`config.mk`:
```
export PLATFORM = sky130hd
export DESIGN_NAME = ls_order_unit
export DESIGN_NICKNAME = d
export VERILOG_FILES = /design/src/rtl/ls_order_unit_pkg.sv /design/src/rtl/ls_tag_fifo.sv /design/src/rtl/ls_order_unit.sv
export SDC_FILE = /design/constraint.sdc
export NUM_CORES = 2
export LEC_CHECK = 0
export CORE_ASPECT_RATIO = 1.75
export CORE_MARGIN = 2
export CORE_UTILIZATION = 57
export CTS_CLUSTER_SIZE = 16
export DETAILED_ROUTE_END_ITERATION = 10
export PLACE_DENSITY = 0.86
export SYNTH_ARGS = -nofsm -noshare
export SYNTH_HDL_FRONTEND = slang
export SYNTH_HIERARCHICAL = 1
export SYNTH_SLANG_ARGS = --single-unit
```
`constraint.sdc`:
```
create_clock -name clk -period 8.25 [get_ports clk]
set_clock_uncertainty 0.2 [all_clocks]
set_input_delay 2.0625 -clock clk [delete_from_list [all_inputs] [get_ports clk]]
set_output_delay 2.0625 -clock clk [all_outputs]
set_load 0.01 [all_outputs]
```
`src/rtl/ls_order_unit_pkg.sv`:
```
// Shared tag encoding and slot helpers for the load/store ordering unit.
package ls_order_unit_pkg;

  localparam int LSQ_DEPTH = 5;
  localparam int ADDR_W    = 64;
  localparam int TAG_W     = 4;
  localparam int NUM_SLOTS = 5;

  localparam logic [TAG_W-1:0] NOTAG  = 4'd0;
  localparam logic [TAG_W-1:0] ADD_1  = 4'd1;
  localparam logic [TAG_W-1:0] ADD_2  = 4'd2;
  localparam logic [TAG_W-1:0] ADD_3  = 4'd3;
  localparam logic [TAG_W-1:0] MULT_1 = 4'd4;
  localparam logic [TAG_W-1:0] MULT_2 = 4'd5;
  localparam logic [TAG_W-1:0] LD_1   = 4'd6;
  localparam logic [TAG_W-1:0] LD_2   = 4'd7;
  localparam logic [TAG_W-1:0] LD_3   = 4'd8;
  localparam logic [TAG_W-1:0] ST_1   = 4'd9;
  localparam logic [TAG_W-1:0] ST_2   = 4'd10;

  // Memory-slot index of a load/store tag: st_1=0, st_2=1, ld_1=2, ld_2=3, ld_3=4.
  function automatic logic [2:0] tag_to_slot(input logic [TAG_W-1:0] tag);
    logic [2:0] slot;
    case (tag)
      ST_1:    slot = 3'd0;
      ST_2:    slot = 3'd1;
      LD_1:    slot = 3'd2;
      LD_2:    slot = 3'd3;
      LD_3:    slot = 3'd4;
      default: slot = 3'd0;
    endcase
    return slot;
  endfunction

  function automatic logic is_store(input logic [TAG_W-1:0] tag);
    return (tag == ST_1) || (tag == ST_2);
  endfunction

  // Only load/store tags may enter the ordering unit.
  function automatic logic is_mem_tag(input logic [TAG_W-1:0] tag);
    return (tag >= LD_1) && (tag <= ST_2);
  endfunction

endpackage

```
`src/rtl/ls_tag_fifo.sv`:
```
// In-order FIFO of issued load/store tags awaiting address calculation.
module ls_tag_fifo
  import ls_order_unit_pkg::*;
#(
  parameter int DEPTH = LSQ_DEPTH
) (
  input  logic             clk,
  input  logic             rst,
  input  logic             push,
  input  logic             pop,
  input  logic [TAG_W-1:0] push_tag,
  input  logic [TAG_W-1:0] query_tag,
  output logic             query_hit,
  output logic [TAG_W-1:0] head_tag,
  output logic             full,
  output logic             empty
);

  localparam int PW = $clog2(DEPTH);
  localparam int CW = $clog2(DEPTH + 1);

  logic [TAG_W-1:0] mem_reg [DEPTH];
  logic [PW-1:0]    head_ptr_reg;
  logic [PW-1:0]    tail_ptr_reg;
  logic [CW-1:0]    count_reg;
  logic             do_push;
  logic             do_pop;
  logic [DEPTH-1:0] live_hit;

  function automatic logic [PW-1:0] ptr_inc(input logic [PW-1:0] ptr);
    return (ptr == PW'(DEPTH - 1)) ? '0 : ptr + 1'b1;
  endfunction

  assign full    = (count_reg == CW'(DEPTH));
  assign empty   = (count_reg == '0);
  assign do_push = push && !full;
  assign do_pop  = pop && !empty;

  // The head is visible combinationally so the RS can be addressed this cycle.
  assign head_tag = empty ? NOTAG : mem_reg[head_ptr_reg];

  // A storage location is live if it lies within count entries of the head.
  for (genvar gi = 0; gi < DEPTH; gi++) begin : g_live
    logic live;
    assign live = ((int'(head_ptr_reg) <= gi) ? (gi - int'(head_ptr_reg))
                                              : (gi + DEPTH - int'(head_ptr_reg)))
                  < int'(count_reg);
    assign live_hit[gi] = live && (mem_reg[gi] == query_tag);
  end
  assign query_hit = |live_hit;

  // Tag storage: written at the tail; stale contents are masked by the live test.
  always_ff @(posedge clk) begin
    if (do_push) begin
      mem_reg[tail_ptr_reg] <= push_tag;
    end
  end

  // Pointer and occupancy update; both pointers wrap modulo DEPTH.
  always_ff @(posedge clk) begin
    if (rst) begin
      head_ptr_reg <= '0;
      tail_ptr_reg <= '0;
      count_reg    <= '0;
    end else begin
      if (do_push) tail_ptr_reg <= ptr_inc(tail_ptr_reg);
      if (do_pop)  head_ptr_reg <= ptr_inc(head_ptr_reg);
      case ({do_push, do_pop})
        2'b10:   count_reg <= count_reg + 1'b1;
        2'b01:   count_reg <= count_reg - 1'b1;
        default: count_reg <= count_reg;
      endcase
    end
  end

endmodule

```
`src/rtl/ls_order_unit.sv`:
```
// Memory-ordering core: tag FIFO, effective-address adder, age-ordered list and
// oldest-eligible selection of the slot sent to memory.
module ls_order_unit
  import ls_order_unit_pkg::*;
#(
  parameter int DEPTH = LSQ_DEPTH,
  parameter int AW    = ADDR_W
) (
  input  logic                    clk,
  input  logic                    rst,
  input  logic [TAG_W-1:0]        tag_in,
  input  logic                    wr_en,
  input  logic                    aff_ready,
  input  logic [AW-1:0]           op,
  input  logic [AW-1:0]           offset,
  input  logic [NUM_SLOTS-1:0]    ready_bus,
  input  logic [NUM_SLOTS*AW-1:0] address_bus,
  input  logic                    remove,
  output logic [TAG_W-1:0]        head_tag,
  output logic [AW-1:0]           address,
  output logic [TAG_W-1:0]        mem_tag,
  output logic                    lsq_full,
  output logic                    lsq_empty
);

  localparam int CW = $clog2(DEPTH + 1);

  logic [TAG_W-1:0] list_tag_reg  [DEPTH];
  logic [TAG_W-1:0] list_tag_next [DEPTH];
  logic [CW-1:0]    list_cnt_reg;
  logic [CW-1:0]    list_cnt_next;

  logic [AW-1:0]    slot_addr   [NUM_SLOTS];
  logic [AW-1:0]    entry_addr  [DEPTH];
  logic [DEPTH-1:0] entry_valid;
  logic [DEPTH-1:0] entry_store;
  logic [DEPTH-1:0] entry_elig;
  logic [DEPTH-1:0] entry_match;

  logic             fifo_push;
  logic             fifo_pop;
  logic             fifo_hit;
  logic             list_hit;
  logic             sel_found;
  logic [CW-1:0]    sel_idx;
  logic             do_remove;

  // Effective address of the head entry, wrapping modulo 2^AW.
  assign address = op + offset;

  // A new tag is accepted only if it is a load/store tag not already in flight.
  assign fifo_push = wr_en && !lsq_full && is_mem_tag(tag_in) && !fifo_hit && !list_hit;
  assign fifo_pop  = aff_ready && !lsq_empty;

  ls_tag_fifo #(
    .DEPTH(DEPTH)
  ) u_tag_fifo (
    .clk       (clk),
    .rst       (rst),
    .push      (fifo_push),
    .pop       (fifo_pop),
    .push_tag  (tag_in),
    .query_tag (tag_in),
    .query_hit (fifo_hit),
    .head_tag  (head_tag),
    .full      (lsq_full),
    .empty     (lsq_empty)
  );

  for (genvar gi = 0; gi < NUM_SLOTS; gi++) begin : g_slot
    assign slot_addr[gi] = address_bus[gi*AW +: AW];
  end

  // Per-entry view: validity, address, type and the store/load hazard against older entries.
  for (genvar gi = 0; gi < DEPTH; gi++) begin : g_entry
    logic [DEPTH-1:0] older_conflict;
    assign entry_valid[gi] = (CW'(gi) < list_cnt_reg);
    assign entry_addr[gi]  = slot_addr[tag_to_slot(list_tag_reg[gi])];
    assign entry_store[gi] = is_store(list_tag_reg[gi]);
    assign entry_match[gi] = entry_valid[gi] && (list_tag_reg[gi] == tag_in);
    for (genvar gj = 0; gj < DEPTH; gj++) begin : g_older
      if (gj < gi) begin : g_chk
        assign older_conflict[gj] = entry_valid[gj]
                                    && (entry_addr[gj] == entry_addr[gi])
                                    && (entry_store[gj] || entry_store[gi]);
      end else begin : g_none
        assign older_conflict[gj] = 1'b0;
      end
    end
    assign entry_elig[gi] = entry_valid[gi]
                            && ready_bus[tag_to_slot(list_tag_reg[gi])]
                            && !(|older_conflict);
  end

  assign list_hit = |entry_match;

  // Oldest eligible entry wins; scan from youngest so the lowest index is kept.
  always_comb begin
    sel_idx   = '0;
    sel_found = |entry_elig;
    for (int i = DEPTH - 1; i >= 0; i--) begin
      if (entry_elig[i]) sel_idx = CW'(i);
    end
  end

  assign mem_tag   = sel_found ? list_tag_reg[sel_idx] : NOTAG;
  assign do_remove = remove && sel_found;

  // Next list: delete the retired entry and compact, then append the popped FIFO head.
  always_comb begin
    list_cnt_next = list_cnt_reg;
    for (int i = 0; i < DEPTH; i++) begin
      list_tag_next[i] = list_tag_reg[i];
    end
    if (do_remove) begin
      for (int i = 0; i < DEPTH - 1; i++) begin
        if (CW'(i) >= sel_idx) list_tag_next[i] = list_tag_reg[i+1];
      end
      list_tag_next[DEPTH-1] = NOTAG;
      list_cnt_next          = list_cnt_reg - 1'b1;
    end
    if (fifo_pop && (list_cnt_next < CW'(DEPTH))) begin
      list_tag_next[list_cnt_next] = head_tag;
      list_cnt_next                = list_cnt_next + 1'b1;
    end
  end

  // Order-list state register.
  always_ff @(posedge clk) begin
    if (rst) begin
      list_cnt_reg <= '0;
      for (int i = 0; i < DEPTH; i++) begin
        list_tag_reg[i] <= NOTAG;
      end
    end else begin
      list_cnt_reg <= list_cnt_next;
      for (int i = 0; i < DEPTH; i++) begin
        list_tag_reg[i] <= list_tag_next[i];
      end
    end
  end

endmodule

```
==> key figures, run 1 <==
GRT
  • First-pass GRT wire length: 385000 µm
  • Vias in the first global route: 56300
  • Total track usage: 82.0%
  • Global route overflow: 1560
  • Largest net degree at the start of global routing: 84

Synth
  • Yosys top cell area share: 12.7%
  • Synthesized area per cell: 7.81 µm²
  • Area contributors post-synth: mux2i_1, xnor2_1, mux2_2
  • Post-synth EDFFs: 32
  • Cells after Synth: 4326
  • Syn Nets: 4884
  • Asr flop ratio synth: 0%
  • Yosys Warn Count: 6
  • Post-synthesis sequential area ratio: 4.92%
  • Synthesized cell area: 33800 µm²
  • Yosys top cell by area: mux2i_1
  • Post-synth top cells: mux2i_1, xnor2_1, nor3_1
  • Yosys reg bits: 67
  • Most frequent cell after synthesis: mux2i_1
  • Dominant synthesized flop cell: dfxtp_1
  • Distinct cell type count after synthesis: 106

Place
  • GPL Wtd Cong: 1.70
  • IO Port Bufs: 535
  • Detailed Place HPWL: 165000 µm
  • Pre-CTS WS: -985 ps
  • Placed Instance Area: 46600 µm²

Floorplanning
  • Initial core utilization: 57.4%
  • Top-Level Pins: 536
  • Height of the die: 326 µm
  • Die Width: 188 µm
  • # rows: 118

Clock network
  • Longest Clk Path Bufs: 2
  • CTS Buf Count: 9
  • Root buf cell: clkbuf_16
  • CTS H-tree depth: 3
  • Num Clock Sinks: 67
  • Post-cts hold buffer count: 0

Run status
  • Stopped at: global routing (5_1_grt)
  • Status: stopped before the end
  • Stop err: [ERROR GRT-0116] Global routing finished with congestion. Check the congestion regions in the DRC Viewer.
-- per-stage QoR --
stage	instances	setup TNS [ps]
floorplan	4326	0
CTS	6395	-13.3
detailed placement	6374	-7540
global placement	6374	-5500
-- kinds of logic after synthesis --
kind of cell	count (synthesis)	share of synthesized area (%)
DFF	67	4.92
and+or+nand+nor	1312	21.5
adders and majority gates	96	3.60
muxes	672	21.3
AOI/OAI and AO/OA	1314	30.2
xor gates and xnor gates	459	11.9
buffers and inverters	406	6.64
-- routing by layer --
metal	track usage [%]	overflow
met2	101	998
met4	87.4	500
met5	44.0	0
met3	66.4	30
met1	77.1	32
-- what timing repair did --
item	4_1_cts
resized for setup	75
buffers inserted	5
pin swaps	13
setup endpoints to repair	22
==> run 2: changes to the inputs <==
- CORE_ASPECT_RATIO: 1.75 -> not set
- CORE_UTILIZATION: 57 -> 40
- CTS_CLUSTER_SIZE: 16 -> not set
- PLACE_DENSITY: 0.86 -> not set
- PLACE_DENSITY_LB_ADDON: not set -> 0.15
==> run 2 against run 1 <==
Compared with the run above:
- the flow now finishes, with violations (setup timing)
- synthesized area stayed put
- synthesized cell count is the same
==> key figures, run 2 <==
Run status
  • Status: finished with violations
  • Failing checks: setup timing

Timing
  • Setup slack after layout: -38.1 ps
  • Setup TNS: -91.1 ps
  • Setup violators final: 4
  • Final worst-path cycle share: 100%
  • Tmin final: 8290 ps
  • Slew Limit Fails: 0
  • Final Hold Fails: 0
  • Max Freq: 121 MHz
  • WHS: 327 ps
  • Rel. slew slack: 13.6%
  • Worst slew pin tran: 1280 ps

Cells and area
  • Nets: 6516
  • Number of flip-flops in the largest register: 32
  • Share of cells above drive strength 1: 33.6%
  • Filler cells: 7531
  • Most frequent cells in the layout: buf_4, clkdlybuf4s50_1, mux2i_1
  • Synth-to-Final Area Change: 52.6%
  • Most common cell after layout, fill and taps aside: buf_4

Synth
  • Post-synth top cells: mux2i_1, xnor2_1, nor3_1
  • Dominant synthesized flop cell: dfxtp_1
  • Area contributors post-synth: mux2i_1, xnor2_1, mux2_2
  • Syn Nets: 4884
  • Yosys reg bits: 67
  • Asr flop ratio synth: 0%
  • Yosys Warn Count: 6
  • Most frequent cell after synthesis: mux2i_1
  • Yosys top cell area share: 12.7%
  • Distinct cell type count after synthesis: 106
  • Synthesized area per cell: 7.81 µm²
  • Cells after Synth: 4326
  • Post-synthesis sequential area ratio: 4.92%
  • Post-synth EDFFs: 32
  • Yosys top cell by area: mux2i_1
  • Synthesized cell area: 33800 µm²

Flow run
  • Max_cap viols: 0

Clock network
  • Longest Clk Path Bufs: 2
  • Num Clock Sinks: 67
  • CTS H-tree depth: 3
  • CTS tree: yes
  • CTS clk-pin slew, worst paths: 50 ps
  • Root buf cell: clkbuf_16
  • CTS Buf Count: 9
  • Clock Latency Late Sink: 340 ps
  • Post-cts hold buffer count: 0

Route
  • DRC: 0
  • Antenna Nets Post-Route: 0
  • Overall via count from detail_route: 48100
  • Routed wire per std cell: 32.4 µm
  • Initial DRC count: 7131
  • Drt first pass iters: 7
  • Via density: 6.76
  • Total routed wirelength: 230000 µm

GRT
  • Total track usage: 50.3%
  • First-pass GRT wire length: 318000 µm
  • Antenna violations before repair: 24
  • Vias in the first global route: 45000
  • Largest net degree at the start of global routing: 63
  • Global route overflow: 0

Min path
  • Hold crit path type: reg2reg

Critical path
  • Crit. End Element: output port
  • Setup Crit Path Kind: in2out
  • CP cell instances: clkdlybuf4s50_1 -> nor3_1 -> o211ai_1 -> or4b_1 -> or4_4 -> nor3_4 -> buf_4 -> nand4_1 -> nand4_2 -> buf_4 -> o21ai_2 -> o21ai_1 -> buf_4 -> buf_4 -> mux2i_1 -> o221ai_1 -> buf_2
  • Req. time, crit path: 5990 ps
  • CP startpoint kind: primary input
  • Critical Path AT: 6030 ps
  • Most frequent CP cell: buf_4
  • Crit-path slowest cell: o211ai_1
  • Delay of the slowest critical-path stage: 640 ps
  • Crit path max fanout: 4

Power
  • Leak: 20.9 nW
  • Pwr Total: 3.45 mW
  • Internal power: 1.84 mW
  • Power Density: 67.0 nW/µm²
  • Clock power frac: 9.9%
  • Max IR drop VDD: 155 µV
  • Net switching power figure: 1.61 mW
  • Gate power share: 79.5%
  • Switch share: 46.6%
  • Sequential Power Share: 10.6%

Place
  • IO Port Bufs: 535
  • GPL Wtd Cong: 1.20
  • Pre-CTS WS: -915 ps
  • Detailed Place HPWL: 187000 µm

Floorplanning
  • Top-Level Pins: 536
  • Height of the die: 295 µm
  • Area of the core: 83700 µm²
  • Die Width: 295 µm
  • Die footprint: 86800 µm²
  • Initial core utilization: 40.4%
  • # rows: 106
-- run 2: cell counts after synthesis --
Identical to the previous run, type by type.
-- run 2: what timing repair did --
action                                  in CTS  in global routing
setup buffers                                5                 10
resized for setup                          102                212
endpoints found under the setup margin      20                 23
pin swaps                                   28                 59
-- run 2: kinds of logic after synthesis --
group	count (synthesis)	share of synthesized area [%]
multiplexers	672	21.3
XOR/XNOR	459	11.9
AND/OR/NAND/NOR	1312	21.5
buffers and inverters	406	6.64
adder cells (fa/ha/maj)	96	3.60
AO/OA/AOI/OAI	1314	30.2
flip-flops	67	4.92
-- run 2: metrics by stage --
| stage | util (%) | cell area (µm²) | std cells |
|---|---|---|---|
| floorplan | - | 33800 | 4326 |
| global placement | 59.8 | 50000 | 7066 |
| detailed placement | 59.8 | 50000 | 7066 |
| CTS | 60.5 | 50600 | 7087 |
| global route | 61.6 | 51500 | 7099 |
| finish | 61.6 | 51600 | 7113 |
-- run 2: per-layer routing --
layer / routed length, µm / up-vias / GRT usage, %
met1: 85500 / 22700 / 61.4
met4: 21000 / 20 / 34.3
met3: 28300 / 1089 / 13.5
met5: 112 / - / 0.340
li1: - / 20500 / -
met2: 95500 / 3839 / 76.8
-- run 2: final timing paths --
path	slack (ps)	cells past startpoint	from	endpoint
worst min-delay path	330	2	u_tag_fifo/count_reg[2]	u_tag_fifo/count_reg[2]
worst min register to register	330	2	u_tag_fifo/count_reg[2]	u_tag_fifo/count_reg[2]
worst max-delay path	-40	17	address_bus[42]	mem_tag[0]
worst max register to register	1700	23	list_tag_reg[4][2]	list_cnt_reg[2]
-- run 2: worst max-delay path: cells and delay by family --
kind | cells | cell delay (ps)
compound gates | 4 | 870
buf+inv | 6 | 1380
mux | 1 | 170
simple gates | 6 | 1520
-- run 2: layout make-up --
cell class / count / area, µm² / share of cell area, %
multi-input combinational: 3853 / 30800 / 59.8
timing repair buffer: 1957 / 17000 / 33.0
sequential: 67 / 1700 / 3.30
tap: 1134 / 1420 / 2.75
inverter: 70 / 263 / 0.510
clock buffer: 9 / 225 / 0.437
clock inverter: 7 / 43.8 / 0.0849
antenna: 16 / 40.0 / 0.0777
-- run 2: power by group through the flow --
stage               logic (mW)  registers (mW)  clock network [mW]
floorplan                 1.11           0.368                   0
global placement          2.57           0.372                   0
detailed placement        2.59           0.373                   0
CTS                       2.62           0.366               0.346
global route              2.83           0.367               0.360
finish                    2.74           0.366               0.342
(Power assumes the default switching activity.)
